`src/rtl/cu_pkg.sv`:
```
// Shared opcodes, instruction field positions and FSM state type for the ALU control unit.
package cu_pkg;

    localparam logic [3:0] OP_NOP      = 4'h0;
    localparam logic [3:0] OP_ADD      = 4'h1;
    localparam logic [3:0] OP_SUB      = 4'h2;
    localparam logic [3:0] OP_MUL      = 4'h3;
    localparam logic [3:0] OP_DIV      = 4'h4;
    localparam logic [3:0] OP_ALU_LAST = 4'hA;
    localparam logic [3:0] OP_LDI      = 4'hB;
    localparam logic [3:0] OP_MOV      = 4'hC;
    localparam logic [3:0] OP_JMP      = 4'hD;
    localparam logic [3:0] OP_BRZ      = 4'hE;
    localparam logic [3:0] OP_HALT     = 4'hF;

    localparam int unsigned OPC_MSB = 15;
    localparam int unsigned OPC_LSB = 12;
    localparam int unsigned RD_MSB  = 11;
    localparam int unsigned RD_LSB  = 10;
    localparam int unsigned RS_MSB  = 9;
    localparam int unsigned RS_LSB  = 8;
    localparam int unsigned IMM_MSB = 7;
    localparam int unsigned IMM_LSB = 0;

    localparam int unsigned NUM_REGS = 4;
    localparam int unsigned REG_AW   = $clog2(NUM_REGS);

    typedef enum logic [2:0] {
        StFetch,
        StDecode,
        StExecute,
        StWriteback,
        StHalt
    } state_e;

endpackage

```
`src/rtl/alu_control_unit_if.sv`:
```
// Program-memory, ALU, writeback and status signals of the ALU control unit.
interface alu_control_unit_if;
    logic        instr_req;
    logic [7:0]  instr_addr;
    logic        instr_valid;
    logic [15:0] instr_data;
    logic        alu_enable;
    logic [3:0]  alu_opcode;
    logic [7:0]  alu_operand_1;
    logic [7:0]  alu_operand_2;
    logic [15:0] alu_result;
    logic        wb_valid;
    logic [1:0]  wb_addr;
    logic [7:0]  wb_data;
    logic        flag_zero;
    logic        flag_carry;
    logic        err_div0;
    logic        halted;

    modport master (
        output instr_req, instr_addr, alu_enable, alu_opcode, alu_operand_1, alu_operand_2,
        output wb_valid, wb_addr, wb_data, flag_zero, flag_carry, err_div0, halted,
        input  instr_valid, instr_data, alu_result
    );

    modport slave (
        input  instr_req, instr_addr, alu_enable, alu_opcode, alu_operand_1, alu_operand_2,
        input  wb_valid, wb_addr, wb_data, flag_zero, flag_carry, err_div0, halted,
        output instr_valid, instr_data, alu_result
    );
endinterface

```
`src/rtl/cu_regfile.sv`:
```
// 4x8 register file: two combinational reads, primary + secondary write, async clear.
module cu_regfile
    import cu_pkg::*;
(
    input  logic              clk,
    input  logic              reset_n,
    input  logic [REG_AW-1:0] raddr_a,
    output logic [7:0]        rdata_a,
    input  logic [REG_AW-1:0] raddr_b,
    output logic [7:0]        rdata_b,
    input  logic              we_a,
    input  logic [REG_AW-1:0] waddr_a,
    input  logic [7:0]        wdata_a,
    input  logic              we_b,
    input  logic [REG_AW-1:0] waddr_b,
    input  logic [7:0]        wdata_b
);
    logic [7:0] regs_q [NUM_REGS];

    always_ff @(posedge clk or negedge reset_n) begin
        if (!reset_n) begin
            for (int i = 0; i < NUM_REGS; i++) regs_q[i] <= 8'h00;
        end else begin
            if (we_a) regs_q[waddr_a] <= wdata_a;
            if (we_b) regs_q[waddr_b] <= wdata_b;
        end
    end

    assign rdata_a = regs_q[raddr_a];
    assign rdata_b = regs_q[raddr_b];
endmodule

```
`src/rtl/alu_control_unit.sv`:
```
// Fetch/decode/execute/writeback sequencer in front of the 8-bit ALU.
// Optional ALU_DIV_GUARD_EN: DIV by zero skips writeback and sets sticky err_div0.
module alu_control_unit
    import cu_pkg::*;
#(
    parameter logic [7:0] PC_RESET = 8'h00
) (
    input logic                 clk,
    input logic                 reset_n,
    alu_control_unit_if.master  bus
);
    state_e      state_q;
    logic [7:0]  pc_q;
    logic [15:0] instr_q;
    logic        alu_enable_q;
    logic [3:0]  alu_opcode_q;
    logic [7:0]  operand_1_q, operand_2_q;
    logic [7:0]  res_hi_q;
    logic        wb_valid_q, mul_wr_q;
    logic [1:0]  wb_addr_q;
    logic [7:0]  wb_data_q;
    logic        flag_zero_q, flag_carry_q, halted_q;

    logic [3:0]  opc;
    logic [1:0]  rd, rs;
    logic [7:0]  imm;
    logic [7:0]  rdata_rd, rdata_rs;
    logic        ex_wr, ex_mul, ex_carry;
    logic [7:0]  ex_data;
`ifdef ALU_DIV_GUARD_EN
    logic        err_div0_q, ex_div0;
`endif

    assign opc = instr_q[OPC_MSB:OPC_LSB];
    assign rd  = instr_q[RD_MSB:RD_LSB];
    assign rs  = instr_q[RS_MSB:RS_LSB];
    assign imm = instr_q[IMM_MSB:IMM_LSB];

    // MUL high byte lands in R[rd^1] on the secondary port, same cycle as the rd write.
    cu_regfile u_regfile (
        .clk     (clk),
        .reset_n (reset_n),
        .raddr_a (rd),
        .rdata_a (rdata_rd),
        .raddr_b (rs),
        .rdata_b (rdata_rs),
        .we_a    (wb_valid_q),
        .waddr_a (wb_addr_q),
        .wdata_a (wb_data_q),
        .we_b    (mul_wr_q),
        .waddr_b (wb_addr_q ^ 2'b01),
        .wdata_b (res_hi_q)
    );

    // Writeback decision, evaluated during EXECUTE and registered into the wb_* outputs.
    always_comb begin
        ex_wr    = 1'b0;
        ex_mul   = 1'b0;
        ex_carry = 1'b0;
        ex_data  = bus.alu_result[7:0];
`ifdef ALU_DIV_GUARD_EN
        ex_div0  = 1'b0;
`endif
        if (opc >= OP_ADD && opc <= OP_ALU_LAST) begin
            ex_wr    = 1'b1;
            ex_mul   = (opc == OP_MUL);
            ex_carry = (opc == OP_ADD) || (opc == OP_SUB);
`ifdef ALU_DIV_GUARD_EN
            if (opc == OP_DIV && operand_2_q == 8'h00) begin
                ex_wr   = 1'b0;
                ex_div0 = 1'b1;
            end
`endif
        end else if (opc == OP_LDI) begin
            ex_wr   = 1'b1;
            ex_data = imm;
        end else if (opc == OP_MOV) begin
            ex_wr   = 1'b1;
            ex_data = operand_2_q;
        end
    end

    always_ff @(posedge clk or negedge reset_n) begin
        if (!reset_n) begin
            state_q      <= StFetch;
            pc_q         <= PC_RESET;
            instr_q      <= 16'h0000;
            alu_enable_q <= 1'b0;
            alu_opcode_q <= 4'h0;
            operand_1_q  <= 8'h00;
            operand_2_q  <= 8'h00;
            res_hi_q     <= 8'h00;
            wb_valid_q   <= 1'b0;
            mul_wr_q     <= 1'b0;
            wb_addr_q    <= 2'b00;
            wb_data_q    <= 8'h00;
            flag_zero_q  <= 1'b0;
            flag_carry_q <= 1'b0;
            halted_q     <= 1'b0;
`ifdef ALU_DIV_GUARD_EN
            err_div0_q   <= 1'b0;
`endif
        end else begin
            wb_valid_q <= 1'b0;
            mul_wr_q   <= 1'b0;
            unique case (state_q)
                StFetch: begin
                    if (bus.instr_valid) begin
                        instr_q <= bus.instr_data;
                        state_q <= StDecode;
                    end
                end
                StDecode: begin
                    alu_enable_q <= 1'b1;
                    alu_opcode_q <= opc;
                    operand_1_q  <= rdata_rd;
                    operand_2_q  <= rdata_rs;
                    state_q      <= StExecute;
                end
                StExecute: begin
                    alu_enable_q <= 1'b0;
                    res_hi_q     <= bus.alu_result[15:8];
                    wb_valid_q   <= ex_wr;
                    mul_wr_q     <= ex_wr & ex_mul;
                    wb_addr_q    <= rd;
                    wb_data_q    <= ex_data;
                    if (ex_wr) flag_zero_q <= (ex_data == 8'h00);
                    if (ex_wr && ex_carry) flag_carry_q <= bus.alu_result[8];
`ifdef ALU_DIV_GUARD_EN
                    if (ex_div0) err_div0_q <= 1'b1;
`endif
                    state_q      <= StWriteback;
                end
                StWriteback: begin
                    state_q <= StFetch;
                    case (opc)
                        OP_JMP:  pc_q <= imm;
                        OP_BRZ:  pc_q <= flag_zero_q ? imm : pc_q + 8'd1;
                        OP_HALT: begin
                            halted_q <= 1'b1;
                            state_q  <= StHalt;
                        end
                        default: pc_q <= pc_q + 8'd1;
                    endcase
                end
                StHalt: state_q <= StHalt;
                default: state_q <= StFetch;
            endcase
        end
    end

    assign bus.instr_req     = (state_q == StFetch);
    assign bus.instr_addr    = pc_q;
    assign bus.alu_enable    = alu_enable_q;
    assign bus.alu_opcode    = alu_opcode_q;
    assign bus.alu_operand_1 = operand_1_q;
    assign bus.alu_operand_2 = operand_2_q;
    assign bus.wb_valid      = wb_valid_q;
    assign bus.wb_addr       = wb_addr_q;
    assign bus.wb_data       = wb_data_q;
    assign bus.flag_zero     = flag_zero_q;
    assign bus.flag_carry    = flag_carry_q;
    assign bus.halted        = halted_q;
`ifdef ALU_DIV_GUARD_EN
    assign bus.err_div0      = err_div0_q;
`else
    assign bus.err_div0      = 1'b0;
`endif
endmodule

```
`src/flat_wrapper.sv`:
```
// flat-port wrapper written by rule: the top's interface ports become plain ports
module alu_control_unit_flat import cu_pkg::*;
#(
    parameter logic [7:0] PC_RESET = 8'h00
)
  (clk, reset_n, bus_instr_req, bus_instr_addr, bus_alu_enable, bus_alu_opcode, bus_alu_operand_1, bus_alu_operand_2, bus_wb_valid, bus_wb_addr, bus_wb_data, bus_flag_zero, bus_flag_carry, bus_err_div0, bus_halted, bus_instr_valid, bus_instr_data, bus_alu_result);
  alu_control_unit_if bus_i ();
  input logic clk;
  input logic reset_n;
  output wire logic [$bits(bus_i.instr_req)-1:0] bus_instr_req;
  output wire logic [$bits(bus_i.instr_addr)-1:0] bus_instr_addr;
  output wire logic [$bits(bus_i.alu_enable)-1:0] bus_alu_enable;
  output wire logic [$bits(bus_i.alu_opcode)-1:0] bus_alu_opcode;
  output wire logic [$bits(bus_i.alu_operand_1)-1:0] bus_alu_operand_1;
  output wire logic [$bits(bus_i.alu_operand_2)-1:0] bus_alu_operand_2;
  output wire logic [$bits(bus_i.wb_valid)-1:0] bus_wb_valid;
  output wire logic [$bits(bus_i.wb_addr)-1:0] bus_wb_addr;
  output wire logic [$bits(bus_i.wb_data)-1:0] bus_wb_data;
  output wire logic [$bits(bus_i.flag_zero)-1:0] bus_flag_zero;
  output wire logic [$bits(bus_i.flag_carry)-1:0] bus_flag_carry;
  output wire logic [$bits(bus_i.err_div0)-1:0] bus_err_div0;
  output wire logic [$bits(bus_i.halted)-1:0] bus_halted;
  input wire logic [$bits(bus_i.instr_valid)-1:0] bus_instr_valid;
  input wire logic [$bits(bus_i.instr_data)-1:0] bus_instr_data;
  input wire logic [$bits(bus_i.alu_result)-1:0] bus_alu_result;
  assign bus_instr_req = bus_i.instr_req;
  assign bus_instr_addr = bus_i.instr_addr;
  assign bus_alu_enable = bus_i.alu_enable;
  assign bus_alu_opcode = bus_i.alu_opcode;
  assign bus_alu_operand_1 = bus_i.alu_operand_1;
  assign bus_alu_operand_2 = bus_i.alu_operand_2;
  assign bus_wb_valid = bus_i.wb_valid;
  assign bus_wb_addr = bus_i.wb_addr;
  assign bus_wb_data = bus_i.wb_data;
  assign bus_flag_zero = bus_i.flag_zero;
  assign bus_flag_carry = bus_i.flag_carry;
  assign bus_err_div0 = bus_i.err_div0;
  assign bus_halted = bus_i.halted;
  assign bus_i.instr_valid = bus_instr_valid;
  assign bus_i.instr_data = bus_instr_data;
  assign bus_i.alu_result = bus_alu_result;
  alu_control_unit #(.PC_RESET(PC_RESET)) u_core (.clk(clk), .reset_n(reset_n), .bus(bus_i));
endmodule
```
`config.mk`:
```
export PLATFORM = sky130hd
export DESIGN_NAME = alu_control_unit_flat
export DESIGN_NICKNAME = d
export VERILOG_FILES = /design/src/rtl/cu_pkg.sv /design/src/rtl/alu_control_unit_if.sv /design/src/rtl/cu_regfile.sv /design/src/rtl/alu_control_unit.sv /design/src/flat_wrapper.sv
export SDC_FILE = /design/constraint.sdc
export NUM_CORES = 1
export LEC_CHECK = 0
export BUFFER_PORTS_ARGS = -buffer_cell sky130_fd_sc_hd__buf_2
export CAP_MARGIN = 20
export CELL_PAD_IN_SITES_DETAIL_PLACEMENT = 0
export CELL_PAD_IN_SITES_GLOBAL_PLACEMENT = 1
export CORE_UTILIZATION = 45
export CTS_CLUSTER_DIAMETER = 60
export CTS_CLUSTER_SIZE = 30
export DETAILED_ROUTE_END_ITERATION = 8
export PLACE_DENSITY = 0.91
export SYNTH_ARGS = -nofsm -noshare
export SYNTH_HDL_FRONTEND = slang
export SYNTH_SLANG_ARGS = --single-unit
```
`constraint.sdc`:
```
create_clock -name clk -period 2.2 [get_ports clk]
set_clock_uncertainty 0.1 [all_clocks]
set_input_delay 0.11 -clock clk [delete_from_list [all_inputs] [get_ports clk]]
set_output_delay 0.11 -clock clk [all_outputs]
set_load 0.01 [all_outputs]
```
* Yosys cells after proc, flatten, opt, wreduce, memory -nomap -nowiden
Index checks and enable logic that the tools add are counted.
** Operators by class
- Mux-type cells :: 30
- Order comparisons :: 8
- Eq/ne operators :: 13
- Reduce and logical (&&, ||, !) cells :: 13
- $add $sub $neg :: 1
- Bitwise gates (word level) :: 7
** Operators with widths (number)
- $mux 8 :: 10
- $bwmux 32 :: 2
- $mux 32 :: 2
- $bmux 8 s2 :: 2
- $demux 8 s2 :: 2
- $pmux 8 s3 :: 1
- $eq 4x4->1 const B :: 5
- $pmux 3 s5 :: 1
- $ge 3x3->1 const B :: 4
- $not 2->3 :: 4
- $reduce_and 2->1 :: 5
- $add 8x1->8 const B :: 1
- $eq 4x2->1 const B :: 2
- $logic_not 8->1 :: 1
- $mux 1 :: 7
- $eq 3x2->1 const B :: 2
- $lt 3x1->1 const B :: 2
- $mux 3 :: 2
- $eq 4x1->1 const B :: 1
- $ge 4x1->1 const B :: 1
- $le 4x4->1 const B :: 1
- $logic_and 1x1->1 :: 4
- $eq 3x1->1 const B :: 1
- $eq 3x3->1 const B :: 1
- 7 further kinds :: 8
** Storage, ports and cells
- Register bits :: 103
- Input port bits :: 35

* Depth between registers and ports, before layout
- Depth in word-level cells :: 9
- Depth in mapped cells :: 7
- Gate-level depth less buffers :: 5

* Cells and area by module
Synthesis repeated with hierarchy kept, for this count alone.
** Unflattened totals
- Cells, all modules :: 474
- Area total of the unflattened synthesis :: 5197.5 µm²
** Modules (own cells, without submodules)
- alu_control_unit :: seq. area each 1776.7 µm², area an instance 3213.1 µm², cells each 270, times used 1
- cu_regfile :: seq. area each 800.8 µm², area an instance 1984.4 µm², cells each 204, times used 1

* Worst setup path before layout
Ideal clock, no wire load.
- Path kind :: reg-to-reg
- Start :: reg u_core.state_q[2]
- End :: reg u_core.instr_q[10]
- Required time :: 1.975 ns
- Stages on the path, launching flop included :: 6
- Data arrival time :: 1.584 ns
- Setup slack :: 0.391 ns
- Cells stage by stage :: dfrtp_1 -> nor3_1 -> and2_1 -> buf_2 -> buf_4 -> mux2_2
** On the way
- Cells in the longest elaborated chain, start to end :: 2
** Ends and longest elaborated chain
- start, declared :: line alu_control_unit.sv:12 : state_e state_q;
- start signal, assigned :: line alu_control_unit.sv:85 : state_q <= StFetch;
- start signal, assigned :: line alu_control_unit.sv:110 : state_q <= StDecode;
- start signal, assigned :: line alu_control_unit.sv:118 : state_q <= StExecute;
- $logic_not 3->1
- net bus_instr_req :: line flat_wrapper.sv:10 : output wire logic [$bits(bus_i.instr_req)-1:0] bus_instr_req;
- $reduce_and 2->1 (no source line)
- end signal, assigned :: line alu_control_unit.sv:109 : instr_q <= bus.instr_data;
- end, declared :: line alu_control_unit.sv:14 : logic [15:0] instr_q;
The timed path passes the listed nets, and every way through them passes these cells.
A chain may end at the register's enable or synchronous reset.

* Worst setup path in the final report
- Start :: reg u_core.instr_q[12]
- End :: reg u_core.wb_data_q[5] (netlist: u_core.bus.wb_data[5])
** On the way
- Cells in the longest elaborated chain, start to end :: 4
** Ends and longest elaborated chain
- $eq 4x4->1 :: line alu_control_unit.sv:77 : end else if (opc == OP_MOV) begin
- $mux 8 :: line alu_control_unit.sv:77
- $mux 8 :: line alu_control_unit.sv:74 : end else if (opc == OP_LDI) begin
- $mux 8 * :: line alu_control_unit.sv:64 : if (opc >= OP_ADD && opc <= OP_ALU_LAST) begin
- end signal, assigned :: line alu_control_unit.sv:126 : wb_data_q <= ex_data;
- end, declared :: line alu_control_unit.sv:21 : logic [7:0] wb_data_q;
Mark *: on every way between the ends. The rest lies on a longest branch, timed or not.

==> flow_summary_export.csv <==
group,metric,value,unit
status,outcome,"finished, final reports clean",
sta,fin_crit_sh,88.9,%
floorplanning,fp.dieW,108,microns
floorplanning,num_rows,38,
routing,wl,12600,microns
worst_hold_path,min_path_cells,3,
yosys,ys_ff_latch,103,
worst_hold_path,worst_hold_path.endpoint,"u_core.bus.wb_data[6]",
pwr,intPower,5.70,mW
critical_path,cp_cell_sequence,"nand4b_1 -> buf_4 -> mux2i_1 -> nor2_1 -> a21oi_1 -> o21ai_0",
worst_hold_path,worstHoldStart,"bus_alu_result[6]",
clock_network,cts_buffer_depth,2,
sta,setup_viol,0,
worst_hold_path,worstHoldPathType,"in -> reg",
sta,grt_setup_unrepaired,"false",
yosys,yosysUniqueCellTypes,48,
critical_path,critPathLaunchType,"flip-flop",
critical_path,critPathMaxFanout,12,
clock_network,ctsResizeCount,0,
pwr,swShare,37.0,%
floorplanning,dieArea,11700,sq um
pwr,vdd_drop_max,0.531,mV
yosys,synth_area,5080,sq um
grt,grt_usage,22.7,%
routing,first_pass_iters,5,
yosys,ys.flop_type,"dfrtp_1",
run,drv_cap,0,
yosys,synth_nets,471,
layout,layout_common_cells,"dfrtp_1 (103), buf_2 (77), nand2_1 (55)",
routing,wl_per_cell,18.4,microns
critical_path,r2r_slack,0.24,ns
yosys,ys_async_sr_fraction,100,%
critical_path,r2r_cells,6,
critical_path,cp-end-kind,"flip-flop",
grt,grt_pass1_vias,3749,
yosys,synth-edff-count,0,
yosys,yosysWarnings,0,
critical_path,critPathTopFamily,"flip-flops",
sta,period_needed,1.96,ns
sta,fmax,511,MHz
layout,final_common_cell,"dfrtp_1",
placed_design,port_buffers,78,
critical_path,critPathArrivalTime,2.08,ns
pwr,pwr-share-seq,43.3,%
clock_network,cts_root_buf,"clkbuf_16",
floorplanning,die_h,108,microns
clock_network,numCtsBuffers,9,
pwr,p_switching,3.36,mW
sta,worst-slew-pin-transition,0.657,ns
grt,grt-ovfl-total,0,
critical_path,cp-startpoint,"u_core.instr_q[12]",
routing,vias,3864,
clock_network,h-tree-depth,3,
routing,drt_iter0_drc,182,
routing,ant_nets,0,
floorplanning,core-area,10900,sq um
critical_path,rr_endpoint,"u_core.bus.wb_data[5]",
clock_network,cts_tree,"yes",
yosys,synth_largest_area_cell,"dfrtp_1",
placed_design,post-dp-hpwl,8670,microns
layout,area_delta_synth_final,23.4,%
grt,antenna_found_initial,0,
critical_path,crit_type,"reg -> reg",
sta,hold_viol_final,0,
yosys,post_synth.cell_area_avg,11.7,sq um
yosys,synthCells,435,
yosys,synth.area.top_cells,"dfrtp_1 (51%), mux2_2 (10%), mux2i_1 (7.9%)",
grt,grt_max_degree,40,
critical_path,max_stage_delay,0.60,ns
layout,nFillCells,919,
layout,antenna_cells,0,
yosys,ys_seq_area_share,50.7,%
sta,slew_viol_final,0,
floorplanning,io_pins,80,
pwr,pwr-share-clk,19.2,%
layout,nNetsFinal,576,
clock_network,clock_latency,0.35,ns
grt,grt_pass1_wl,19800,microns
clock_network,cts_setup_buffers,0,
critical_path,worstPathRequired,2.32,ns
critical_path,crit_slowest_cell,"dfrtp_1",
placed_design,finalWeightedCongestion,0.843,
pwr,comb_power_share,37.5,%
clock_network,cts_sinks,103,
critical_path,path_buf_inv,1,
sta,slew_headroom,56.1,%
sta,tns,0,ns
pwr,power_density,1440,nW/um^2
yosys,synth_top_cell_area_share,50.7,%
sta,fin_hold_ws,0.00790,ns
critical_path,r2r-start,"u_core.instr_q[12]",
floorplanning,initial_core_util,46.5,%
pwr,p_leak,2.93,nW
layout,drive_gt1_share,33.2,%
routing,vias_per_cell,5.64,
clock_network,clk_pin_slew,0.07,ns
routing,drc,0,
## power groups by stage
stage / registers [mW] / clock network, mW / logic, mW
finish: 3.92 / 1.74 / 3.40
global route: 4.06 / 1.83 / 3.72
CTS: 3.91 / 1.76 / 3.42
detailed placement: 3.94 / 0 / 3.36
global placement: 3.87 / 0 / 3.25
floorplan: 3.53 / 0 / 2.56
## cells in the mapped netlist (all sizes together), types with 2 or more instances
master	n
nor3	5
buf	20
nor3b	7
clkbuf	12
nand2	55
mux2	47
o31ai	2
nand3	4
nor2b	3
and3b	2
nor2	14
mux2i	40
o41ai	2
nand4b	2
a21oi	16
nand3b	4
nor4	3
mux4	16
o21a	2
inv	2
dfrtp	103
o21ai	53
and3	3
## cell families after synthesis
group                    count (synthesis)  share of synthesized area (%)
XOR/XNOR                                 1                          0.172
AO/OA/AOI/OAI                           84                           9.52
multiplexers                           103                           25.4
adder cells (fa/ha/maj)                  1                          0.246
AND/OR/NAND/NOR                        108                           10.6
flip-flops                             103                           50.7
buffers and inverters                   34                           3.37
other                                    1                         0.0737
## sequential cells by signal, indices dropped and copies added, names as in the netlist, 2 cells and up
signal,count
u_core.u_regfile.regs_q,32
u_core.state_q,3
u_core.bus.wb_addr,2
u_core.bus.alu_operand_1,8
u_core.res_hi_q,8
u_core.instr_q,16
u_core.bus.wb_data,8
u_core.bus.alu_opcode,4
u_core.bus.instr_addr,8
u_core.bus.alu_operand_2,8
## layout make-up
type                       instances  area (sq um)  area share, %
clock buffer                      10           239           3.81
clock inverter                     6          91.3           1.46
inverter                           2          7.51          0.120
multi-input combinational        298          2340           37.3
sequential                       103          2580           41.1
tap                              140           175           2.79
timing repair buffer             126           843           13.4
## worst min-delay path: stages
cell,delay (ns)
buf_2,0.11
nor2b_1,0.12
o31ai_1,0.08
## stage by stage
stage	cell area (sq um)	cells	utilization (%)	worst slack (ns)	power [mW]
floorplan	5080	435	-	0.391	6.09
global placement	5630	638	51.5	0.372	7.12
detailed placement	5630	638	51.5	0.285	7.30
CTS	6270	685	57.4	0.271	9.09
global route	6270	685	57.4	0.0875	9.61
finish	6270	685	57.4	0.243	9.06
## how the worst max path moves through the flow
stage,to,slack [ns],cells past startpoint
3_5_place_dp,u_core.bus.flag_zero,0.29,5
5_1_grt,u_core.bus.wb_data[5],0.09,6
3_3_place_gp,u_core.bus.flag_zero,0.37,5
4_1_cts,u_core.bus.wb_data[5],0.27,6
6_report,u_core.bus.wb_data[5],0.24,6
2_1_floorplan,u_core.instr_q[10],0.39,5
## metal layers
layer | part of all wire [%] | vias to the layer above | track usage (%)
li1 | - | 1777 | -
met1 | 44 | 1949 | 31.2
met2 | 49 | 116 | 36.9
met3 | 5.0 | 22 | 3.50
met4 | 1.9 | 0 | 7.72
met5 | 0 | - | 0
## repair_timing
action	in CTS	in global routing
endpoints found under the setup margin	0	0
hold endpoints to repair	62	0
hold buffers	31	0
No activity file was read; power rests on OpenSTA's default activity.
